File: config.mk
export PLATFORM = sky130hd
export DESIGN_NAME = seq_alu
export DESIGN_NICKNAME = d
export VERILOG_FILES = /design/src/rtl/alu_pkg.sv /design/src/rtl/alu_comb_unit.sv /design/src/rtl/seq_alu.sv
export SDC_FILE = /design/constraint.sdc
export NUM_CORES = 1
export LEC_CHECK = 0
export CAP_MARGIN = 20
export CORE_UTILIZATION = 50
export DETAILED_ROUTE_END_ITERATION = 8
export PLACE_DENSITY = 0.7
export RECOVER_POWER = 50
export SETUP_SLACK_MARGIN = 0.3
export SYNTH_ARGS = -nofsm -noshare
export SYNTH_HDL_FRONTEND = slang
export SYNTH_SLANG_ARGS = --single-unit
File: constraint.sdc
create_clock -name clk -period 4.9 [get_ports clk]
set_input_delay 0.735 -clock clk [delete_from_list [all_inputs] [get_ports clk]]
set_output_delay 0.735 -clock clk [all_outputs]
set_load 0.01 [all_outputs]
File: src/rtl/alu_pkg.sv
// Shared ALU operation codes, FSM state encoding and op classification helpers.
// Imported by the ALU control decoder as well as by the execution-stage ALU.
package alu_pkg;

  localparam logic [3:0] OP_AND   = 4'b0000;
  localparam logic [3:0] OP_OR    = 4'b0001;
  localparam logic [3:0] OP_ADD   = 4'b0010;
  localparam logic [3:0] OP_SLTU  = 4'b0011;
  localparam logic [3:0] OP_SRA   = 4'b0100;
  localparam logic [3:0] OP_SUB   = 4'b0110;
  localparam logic [3:0] OP_SLT   = 4'b0111;
  localparam logic [3:0] OP_SLL   = 4'b1000;
  localparam logic [3:0] OP_SRL   = 4'b1001;
  localparam logic [3:0] OP_XOR   = 4'b1010;
  localparam logic [3:0] OP_SLT_B = 4'b1011;
  localparam logic [3:0] OP_NE    = 4'b1110;

  typedef enum logic [1:0] {
    IDLE  = 2'b00,
    SHIFT = 2'b01,
    DONE  = 2'b10
  } alu_state_e;

  function automatic logic is_shift(input logic [3:0] op);
    case (op)
      OP_SLL, OP_SRL, OP_SRA: is_shift = 1'b1;
      default:                is_shift = 1'b0;
    endcase
  endfunction

endpackage

File: src/rtl/alu_comb_unit.sv
// Single-cycle ALU operations: logic, add/sub, compares and not-equal.
// Shift codes and unassigned codes fall through to ADD.
module alu_comb_unit
  import alu_pkg::*;
#(
  parameter int XLEN = 32
) (
  input  logic [3:0]      aluop,
  input  logic [XLEN-1:0] a,
  input  logic [XLEN-1:0] b,
  output logic [XLEN-1:0] y
);

  logic [XLEN-1:0] w_sum;
  logic [XLEN-1:0] w_diff;
  logic            w_lt_s;
  logic            w_lt_u;
  logic            w_ne;

  assign w_sum  = a + b;
  assign w_diff = a - b;
  assign w_lt_u = (a < b);
  assign w_lt_s = ($signed(a) < $signed(b));
  assign w_ne   = (a != b);

  // Operation select; compare results are zero-extended to XLEN.
  always_comb begin
    y = w_sum;
    case (aluop)
      OP_AND:           y = a & b;
      OP_OR:            y = a | b;
      OP_XOR:           y = a ^ b;
      OP_ADD:           y = w_sum;
      OP_SUB:           y = w_diff;
      OP_SLTU:          y = {{(XLEN-1){1'b0}}, w_lt_u};
      OP_SLT, OP_SLT_B: y = {{(XLEN-1){1'b0}}, w_lt_s};
      OP_NE:            y = {{(XLEN-1){1'b0}}, w_ne};
      default:          y = w_sum;
    endcase
  end

endmodule

File: src/rtl/seq_alu.sv
// Execution-stage ALU: one-cycle ops via alu_comb_unit, shifts iterate one bit
// per cycle. Valid/ready on both sides; a single operation is in flight at a time.
module seq_alu
  import alu_pkg::*;
#(
  parameter int XLEN = 32,
  parameter int SHW  = $clog2(XLEN)
) (
  input  logic            clk,
  input  logic            reset,
  input  logic            in_valid,
  output logic            in_ready,
  input  logic [3:0]      aluop,
  input  logic [XLEN-1:0] a,
  input  logic [XLEN-1:0] b,
  output logic            out_valid,
  input  logic            out_ready,
  output logic [XLEN-1:0] result,
  output logic            zero
);

  localparam logic [SHW-1:0] CNT_ONE = SHW'(1'b1);

  alu_state_e      r_state;
  alu_state_e      w_next_state;
  logic [XLEN-1:0] r_shreg;
  logic [SHW-1:0]  r_count;
  logic [3:0]      r_op;
  logic [XLEN-1:0] r_result;
  logic            r_zero;

  logic            w_accept;
  logic [SHW-1:0]  w_shamt;
  logic [XLEN-1:0] w_comb_result;
  logic [XLEN-1:0] w_shift_next;
  logic            w_load_shift;
  logic            w_load_result;
  logic [XLEN-1:0] w_result_value;

  function automatic logic [XLEN-1:0] shift_one(input logic [3:0] op,
                                                input logic [XLEN-1:0] v);
    case (op)
      OP_SLL:  shift_one = {v[XLEN-2:0], 1'b0};
      OP_SRL:  shift_one = {1'b0, v[XLEN-1:1]};
      OP_SRA:  shift_one = {v[XLEN-1], v[XLEN-1:1]};
      default: shift_one = v;
    endcase
  endfunction

  alu_comb_unit #(
    .XLEN (XLEN)
  ) u_comb (
    .aluop (aluop),
    .a     (a),
    .b     (b),
    .y     (w_comb_result)
  );

  // in_ready is gated by reset so nothing is accepted on a reset cycle.
  assign in_ready     = (r_state == IDLE) && !reset;
  assign out_valid    = (r_state == DONE);
  assign result       = r_result;
  assign zero         = r_zero;
  assign w_accept     = in_valid && in_ready;
  assign w_shamt      = b[SHW-1:0];
  assign w_shift_next = shift_one(r_op, r_shreg);

  // Next-state and completion decode.
  always_comb begin
    w_next_state   = r_state;
    w_load_shift   = 1'b0;
    w_load_result  = 1'b0;
    w_result_value = '0;
    case (r_state)
      IDLE: begin
        if (w_accept) begin
          if (is_shift(aluop)) begin
            if (w_shamt == '0) begin
              w_next_state   = DONE;
              w_load_result  = 1'b1;
              w_result_value = a;
            end else begin
              w_next_state = SHIFT;
              w_load_shift = 1'b1;
            end
          end else begin
            w_next_state   = DONE;
            w_load_result  = 1'b1;
            w_result_value = w_comb_result;
          end
        end else begin
          w_next_state = IDLE;
        end
      end
      SHIFT: begin
        if (r_count == CNT_ONE) begin
          w_next_state   = DONE;
          w_load_result  = 1'b1;
          w_result_value = w_shift_next;
        end else begin
          w_next_state = SHIFT;
        end
      end
      DONE: begin
        if (out_ready) begin
          w_next_state = IDLE;
        end else begin
          w_next_state = DONE;
        end
      end
      default: w_next_state = IDLE;
    endcase
  end

  // FSM state register.
  always_ff @(posedge clk) begin
    if (reset) begin
      r_state <= IDLE;
    end else begin
      r_state <= w_next_state;
    end
  end

  // Shift register, counter and output registers; reset drops any pending op.
  always_ff @(posedge clk) begin
    if (reset) begin
      r_shreg  <= '0;
      r_count  <= '0;
      r_op     <= OP_ADD;
      r_result <= '0;
      r_zero   <= 1'b0;
    end else begin
      if (w_load_shift) begin
        r_shreg <= a;
        r_count <= w_shamt;
        r_op    <= aluop;
      end else if (r_state == SHIFT) begin
        r_shreg <= w_shift_next;
        r_count <= r_count - CNT_ONE;
      end
      if (w_load_result) begin
        r_result <= w_result_value;
        r_zero   <= (w_result_value == '0);
      end
    end
  end

endmodule

# Word level (Yosys, flattened, before mapping)
# Cells that the tools add are included.
dict set report totals {
  wordCells 70
  out_inout_bits 35
  inputBits 72
  reg_bits 76
}
dict set report op_classes {
  n_mux 29
  n_reduce_logical 10
  eq_ne 17
  order_cmp 2
  bitwise 3
  add_sub_neg 3
}
# cell count
set op_table {}
lappend op_table {{case mux 32 bit (7 select lines)} 1}
lappend op_table {{two-way mux 32 bit} 6}
lappend op_table {{case mux 32 bit (3 select lines)} 1}
lappend op_table {{less-than comparator 32 bit} 2}
lappend op_table {{case mux 32 bit (2 select lines)} 1}
lappend op_table {{adder 32 bit} 1}
lappend op_table {{bitwise AND 32 bit} 1}
lappend op_table {{zero test 32 bit} 1}
lappend op_table {{inequality test 32 bit} 1}
lappend op_table {{OR 32 bit} 1}
lappend op_table {{subtractor 32 bit} 1}
lappend op_table {{XOR 32 bit} 1}
lappend op_table {{equality test 4 bit, second input constant} 7}
lappend op_table {{equality test 4 x 3 -> 1 bit, second input constant} 4}
lappend op_table {{two-way mux 1 bit} 11}
lappend op_table {{two-way mux 2 bit} 5}
lappend op_table {{two-way mux 5 bit} 2}
lappend op_table {{case mux 2 bit (3 select lines)} 1}
lappend op_table {{equality test 5 x 1 -> 1 bit, second input constant} 1}
lappend op_table {{zero test 5 bit} 1}
lappend op_table {{subtractor 5 x 1 -> 5 bit, second input constant} 1}
lappend op_table {{equality test 4 x 1 -> 1 bit, second input constant} 1}
lappend op_table {{equality test 4 x 2 -> 1 bit, second input constant} 1}
lappend op_table {{zero test 4 bit} 1}
lappend op_table {{9 further kinds} 10}

# Logic depth before layout (Yosys ltp)
dict set report logic_depth {
  depth_word 9
  ltp_mapped 15
  mapped_depth_nobuf 14
}

# Modules after synthesis
# From an unflattened synthesis, not the netlist that was laid out.
dict set report hier_totals {
  cells_unflattened 1436
  area_unflattened_um2 10002.1
}
# mod seq_area_each_um2 area_each_um2 cells_per_inst n_inst
set by_module_without_submodules {}
lappend by_module_without_submodules {alu_comb_unit 0.0 5260.0 808 1}
lappend by_module_without_submodules {seq_alu 1521.5 4742.0 628 1}

# Worst setup path before layout
# Ideal clock, no wire load.
dict set report synth_timing {
  kind {input -> register}
  from {input a[0]}
  to {register r_zero, in the netlist zero}
  n_path_buf 0
  required_ns 4.841
  cell_stages 13
  t_arrival_ns 3.711
  setup_time_ns 0.059
  path_slack_ns 1.129
  path_cell_list {ha_1 fa_1 a21o_1 a221o_1 a211oi_4 o21ai_2 a2111oi_4 a211o_2 a21oi_2 nor4_2 nand4_1 nor4_1 a32o_2}
}
dict set report synth_via {
  elab_chain_cells 6
  word_cells_on_any_way 14
  cone_classes {2 x add/sub; 2 x order compare; 1 x eq/ne; 5 x mux; 3 x bitwise; 1 x reduce/logical}
}
# item line_no
set synth_rtl {}
lappend synth_rtl {{start, declared} seq_alu.sv:14} ;# input logic [XLEN-1:0] a,
lappend synth_rtl {{adder 32 bit (tied with other cells)} alu_comb_unit.sv:20} ;# assign w_sum = a + b;
lappend synth_rtl {{case mux 32 bit (7 select lines)} alu_comb_unit.sv:29} ;# case (aluop)
lappend synth_rtl {{two-way mux 32 bit (*)} seq_alu.sv:77} ;# if (is_shift(aluop)) begin
lappend synth_rtl {{two-way mux 32 bit (*)} seq_alu.sv:76} ;# if (w_accept) begin
lappend synth_rtl {{case mux 32 bit (2 select lines) (*)} seq_alu.sv:74} ;# case (r_state)
lappend synth_rtl {{zero test 32 bit (*)} seq_alu.sv:143} ;# r_zero <= (w_result_value == '0);
lappend synth_rtl {{end signal, assigned} seq_alu.sv:143}
lappend synth_rtl {{end, declared} seq_alu.sv:30} ;# logic r_zero;
# Every way passes the cells marked *; elsewhere a longest branch is shown, timed or not.
# A chain may end at the register's enable or synchronous reset.

# Final worst setup path
dict set report layout_timing {
  from {input aluop[2]}
  to {register r_shreg[10]}
}
dict set report layout_via {
  elab_chain_cells 9
  word_cells_on_any_way 12
  cone_classes {3 x eq/ne; 7 x mux; 2 x reduce/logical}
}
# item line_no
set layout_rtl {}
lappend layout_rtl {{start, declared} seq_alu.sv:13} ;# input logic [3:0] aluop,
lappend layout_rtl {{equality test 4 bit / equality test 4 x 3 -> 1 bit (equally long branches)} alu_pkg.sv:25} ;# case (op)
lappend layout_rtl {{OR reduction 3 bit (*)} alu_pkg.sv:25}
lappend layout_rtl {{two-way mux 1 bit (*)} alu_pkg.sv:25}
lappend layout_rtl {{two-way mux 1 bit (*)} seq_alu.sv:76}
lappend layout_rtl {{two-way mux 1 bit (*)} seq_alu.sv:74}
lappend layout_rtl {{two-way mux 1 bit (*)} seq_alu.sv:77}
lappend layout_rtl {{two-way mux 1 bit (*)} seq_alu.sv:76}
lappend layout_rtl {{two-way mux 1 bit (*)} seq_alu.sv:74}
lappend layout_rtl {{two-way mux 32 bit / nonzero test 2 bit (equally long branches)} -}
lappend layout_rtl {{end signal, assigned} seq_alu.sv:138} ;# r_shreg <= w_shift_next;
lappend layout_rtl {{end, declared} seq_alu.sv:26} ;# logic [XLEN-1:0] r_shreg;
# Every way passes the cells marked *; elsewhere a longest branch is shown, timed or not. The select of a mux whose other input is x is not followed.

==> run_results.csv <==
group,metric,value,unit
outcome,status,"finished with violations",
outcome,violations,"max-capacitance violations, max-slew violations",
layout,layout-drive-gt1-share,14.5,%
sta,clock_skew,0.00831,ns
worst_setup_path,path_class,"in2reg",
power_and_ir_drop,leakage,5.25,nW
route,wl,45500,um
worst_setup_path,crit_chain,"dlygate4sd3_1 > or4b_1 > a21boi_2 > clkbuf_1 > nor3_1 > clkbuf_1 > a22oi_1 > a21oi_1",
route,drc,0,
die,die_w,142,um
power_and_ir_drop,power_density,202,nW/um^2
sta,worst_pin_slew,1.92,ns
global_route,grt.overflow.total,0,
yosys,synth.distinct_cells,89,
worst_setup_path,required,5.16,ns
yosys,synth-main-ff-cell,"dfxtp_1",
layout,nets,1769,
yosys,synth_area,9840,um^2
yosys,synth_seq_cells,76,
die,rows,50,
global_route,grt_pass1_vias,11600,
layout,final_core_util,65.8,%
worst_setup_path,start_kind,"input pin",
clocking,cts.sinks,76,
die,die-area,20300,um^2
die,initial_core_util,51.8,%
worst_setup_path,worstPathArrival,4.77,ns
sta,finalHoldViolations,0,
power_and_ir_drop,vdd_drop_max,0.000242,V
route,postRouteAntennaNets,0,
route,drt_iter0_drc,1891,
sta,fin_crit_sh,92.0,%
sta,rsz0062_at_grt,"no",
sta,period_needed,4.51,ns
sta,setup_viol,0,
clocking,cts_hold_buf,0,
yosys,ys_async_sr_fraction,0,%
die,chipHeight,142,um
placement,dp.cells,1838,
die,io_pins,107,
global_route,grt.total_usage,44.4,%
route,vias,12700,
sta,maxSlewViolCount,74,
clocking,cts_buffers,9,
worst_setup_path,crit_buf_inv,3,
yosys,syn_avg_cell_area,6.95,um^2
clocking,insertion_delay,0.34,ns
global_route,grt_pass1_wl,68300,um
layout,diodes,0,
worst_setup_path,max_stage_delay,1.34,ns
yosys,netlist_instances,1416,
sta,relSlewSlack,-27.7,%
sta,finalSetupTns,0,ns
placement,hpwl,35600,um
sta,fmax,222,MHz
route,wl_per_cell,24.4,um
yosys,yosysMostFrequentCell,"a21oi_1",
yosys,synth_top_cells_by_count,"a21oi_1, nand2_1, nor2_1, inv_1, ha_1",
clocking,clk_pin_slew,0.06,ns
worst_setup_path,crit_slowest_cell,"clkbuf_1",
layout,areaGrowthSynthToFinish,27.1,%
global_route,grt_start_max_net_pins,77,
yosys,synth_top_area_share,15.5,%
clocking,clk_path_buf_depth,2,
worst_setup_path,path_max_fanout,37,
power_and_ir_drop,power,2.53,mW
route,routed_via_density,6.80,
global_route,antenna_found_initial,0,
yosys,synthTopCellsByArea,"dfxtp_1, ha_1, a21oi_1, nand2_1, nor2_1",
clocking,clock-root-buffer,"clkbuf_16",
placement,portBuffers,106,
route,drt_first_pass_iters,8,
worst_setup_path,critPathCaptureType,"flop",
clocking,cts_tree,"built",
layout,fin_cells,1862,
yosys,yosysWarnings,0,
yosys,ys_seq_area_share,15.5,%
placement,gp_congestion,1.06,
clocking,htree_levels,3,
sta,holdWs,0.454,ns
yosys,syn_nets,1588,
worst_setup_path,cpLargestDelayFamily,"buffers and inverters",
yosys,synth_edf_count,0,
worst_setup_path,cpMostUsedCell,"clkbuf_1",
hold_path,hp-class,"reg2reg",
yosys,yosys.area.top_type,"dfxtp_1",
flow_run,maxCapViolations,2,
layout,fillers,1741,
die,core_area,19000,um^2
## path summary, 6_finish.rpt
path,from,to,slack [ns],depth (start not counted)
worst min-delay path,result[19]$_SDFFE_PP0P_,result[19]$_SDFFE_PP0P_,0.45,2
worst min register to register,result[19]$_SDFFE_PP0P_,result[19]$_SDFFE_PP0P_,0.45,2
worst max-delay path,aluop[2],r_shreg[10]$_SDFFE_PP0P_,0.39,8
worst max register to register,r_op[3]$_SDFFE_PP0P_,zero$_SDFFE_PP0P_,1.02,13
## timing repair
item	CTS	global route
gates cloned	0	0
setup endpoints to repair	1	1
pin swaps	2	9
buffers inserted	3	4
gates resized for setup	1	27
endpoints found under the hold margin	0	0
## cell type report
| type | count | area [um^2] | share of cell area, % |
|---|---|---|---|
| Inverter | 104 | 390 | 3.12 |
| Clock buffer | 9 | 225 | 1.80 |
| Sequential cell | 76 | 1520 | 12.2 |
| Timing Repair Buffer | 264 | 2280 | 18.2 |
| Clock inverter | 7 | 82.6 | 0.660 |
| Multi-Input combinational cell | 1142 | 7690 | 61.5 |
| Tap cell | 260 | 325 | 2.60 |
## placed cells by master (no fill, tap or decap), drive strengths merged, types with 7 or more instances in the layout
master / netlist / final
o31ai: 9 / 9
and3: 12 / 12
buf: 27 / 156
or3: 9 / 9
xnor2: 17 / 17
a21o: 15 / 15
o211ai: 21 / 21
o221ai: 11 / 11
ha: 98 / 98
nor4: 20 / 20
nand4: 20 / 20
nand2b: 8 / 8
a222oi: 22 / 22
nor2: 141 / 141
inv: 102 / 105
a211oi: 19 / 19
o21bai: 9 / 9
a21oi: 153 / 153
a221oi: 29 / 29
dfxtp: 76 / 76
o21a: 11 / 11
a21boi: 9 / 9
a221o: 8 / 8
mux2i: 12 / 12
o21ai: 80 / 80
nor3: 34 / 34
nand2: 145 / 145
nand3: 25 / 25
clkbuf: 67 / 12
and2: 8 / 8
dlygate4sd3: 0 / 36
o22ai: 7 / 7
clkdlybuf4s50: 0 / 65
a31oi: 14 / 14
a22oi: 43 / 43
nor2b: 24 / 24
## worst reg2reg max path: stages (launching register included)
cell	delay, ns
dfxtp_1	0.46
nor3b_1	0.62
nor2_2	0.25
buf_4	0.29
a222oi_1	0.37
nor2_1	0.10
a31oi_1	0.20
and3_1	0.22
nand4_1	0.16
nor4_2	0.37
buf_4	0.17
nand4_1	0.13
nor4_1	0.30
a32o_2	0.21
## state kept, by name, indices dropped and copies added, names as in the netlist
register,flops
r_count,5
zero,1
r_op,4
r_state,2
r_shreg,32
result,32
## power by group
part | internal [mW] | leakage [nW] | total (mW) | switching (mW)
sequential | 0.643 | 0.616 | 0.664 | 0.0202
combinational | 0.465 | 4.49 | 1.16 | 0.700
clock | 0.404 | 0.150 | 0.705 | 0.301
## logic make-up (layout without fill, tap and decap cells)
group | after synthesis | in the layout | synth area share (%)
and+or+nand+nor | 473 | 473 | 22.6
adders and majority gates | 101 | 101 | 13.0
AOI/OAI and AO/OA | 530 | 530 | 37.4
DFF | 76 | 76 | 15.5
buffers and inverters | 198 | 384 | 7.92
muxes | 16 | 16 | 1.68
xor gates and xnor gates | 22 | 22 | 1.96
## per-layer routing
metal | up-vias | GRT usage (%) | routed length (um)
met3 | 118 | 14.7 | 6830
li1 | 5622 | - | -
met4 | 0 | 11.4 | 1290
met1 | 5973 | 61.3 | 18600
met5 | - | 0 | 0
met2 | 952 | 65.6 | 18800
## metrics by stage
| stage | instance area [um^2] | worst slack, ns |
|---|---|---|
| after floorplan | 9840 | 1.13 |
| after global placement | 12000 | -0.271 |
| after detailed placement | 12000 | -0.204 |
| after CTS | 12400 | 0.319 |
| after global routing | 12500 | 0.298 |
| final | 12500 | 0.393 |
Note: power is estimated with default switching activity, not from simulation.
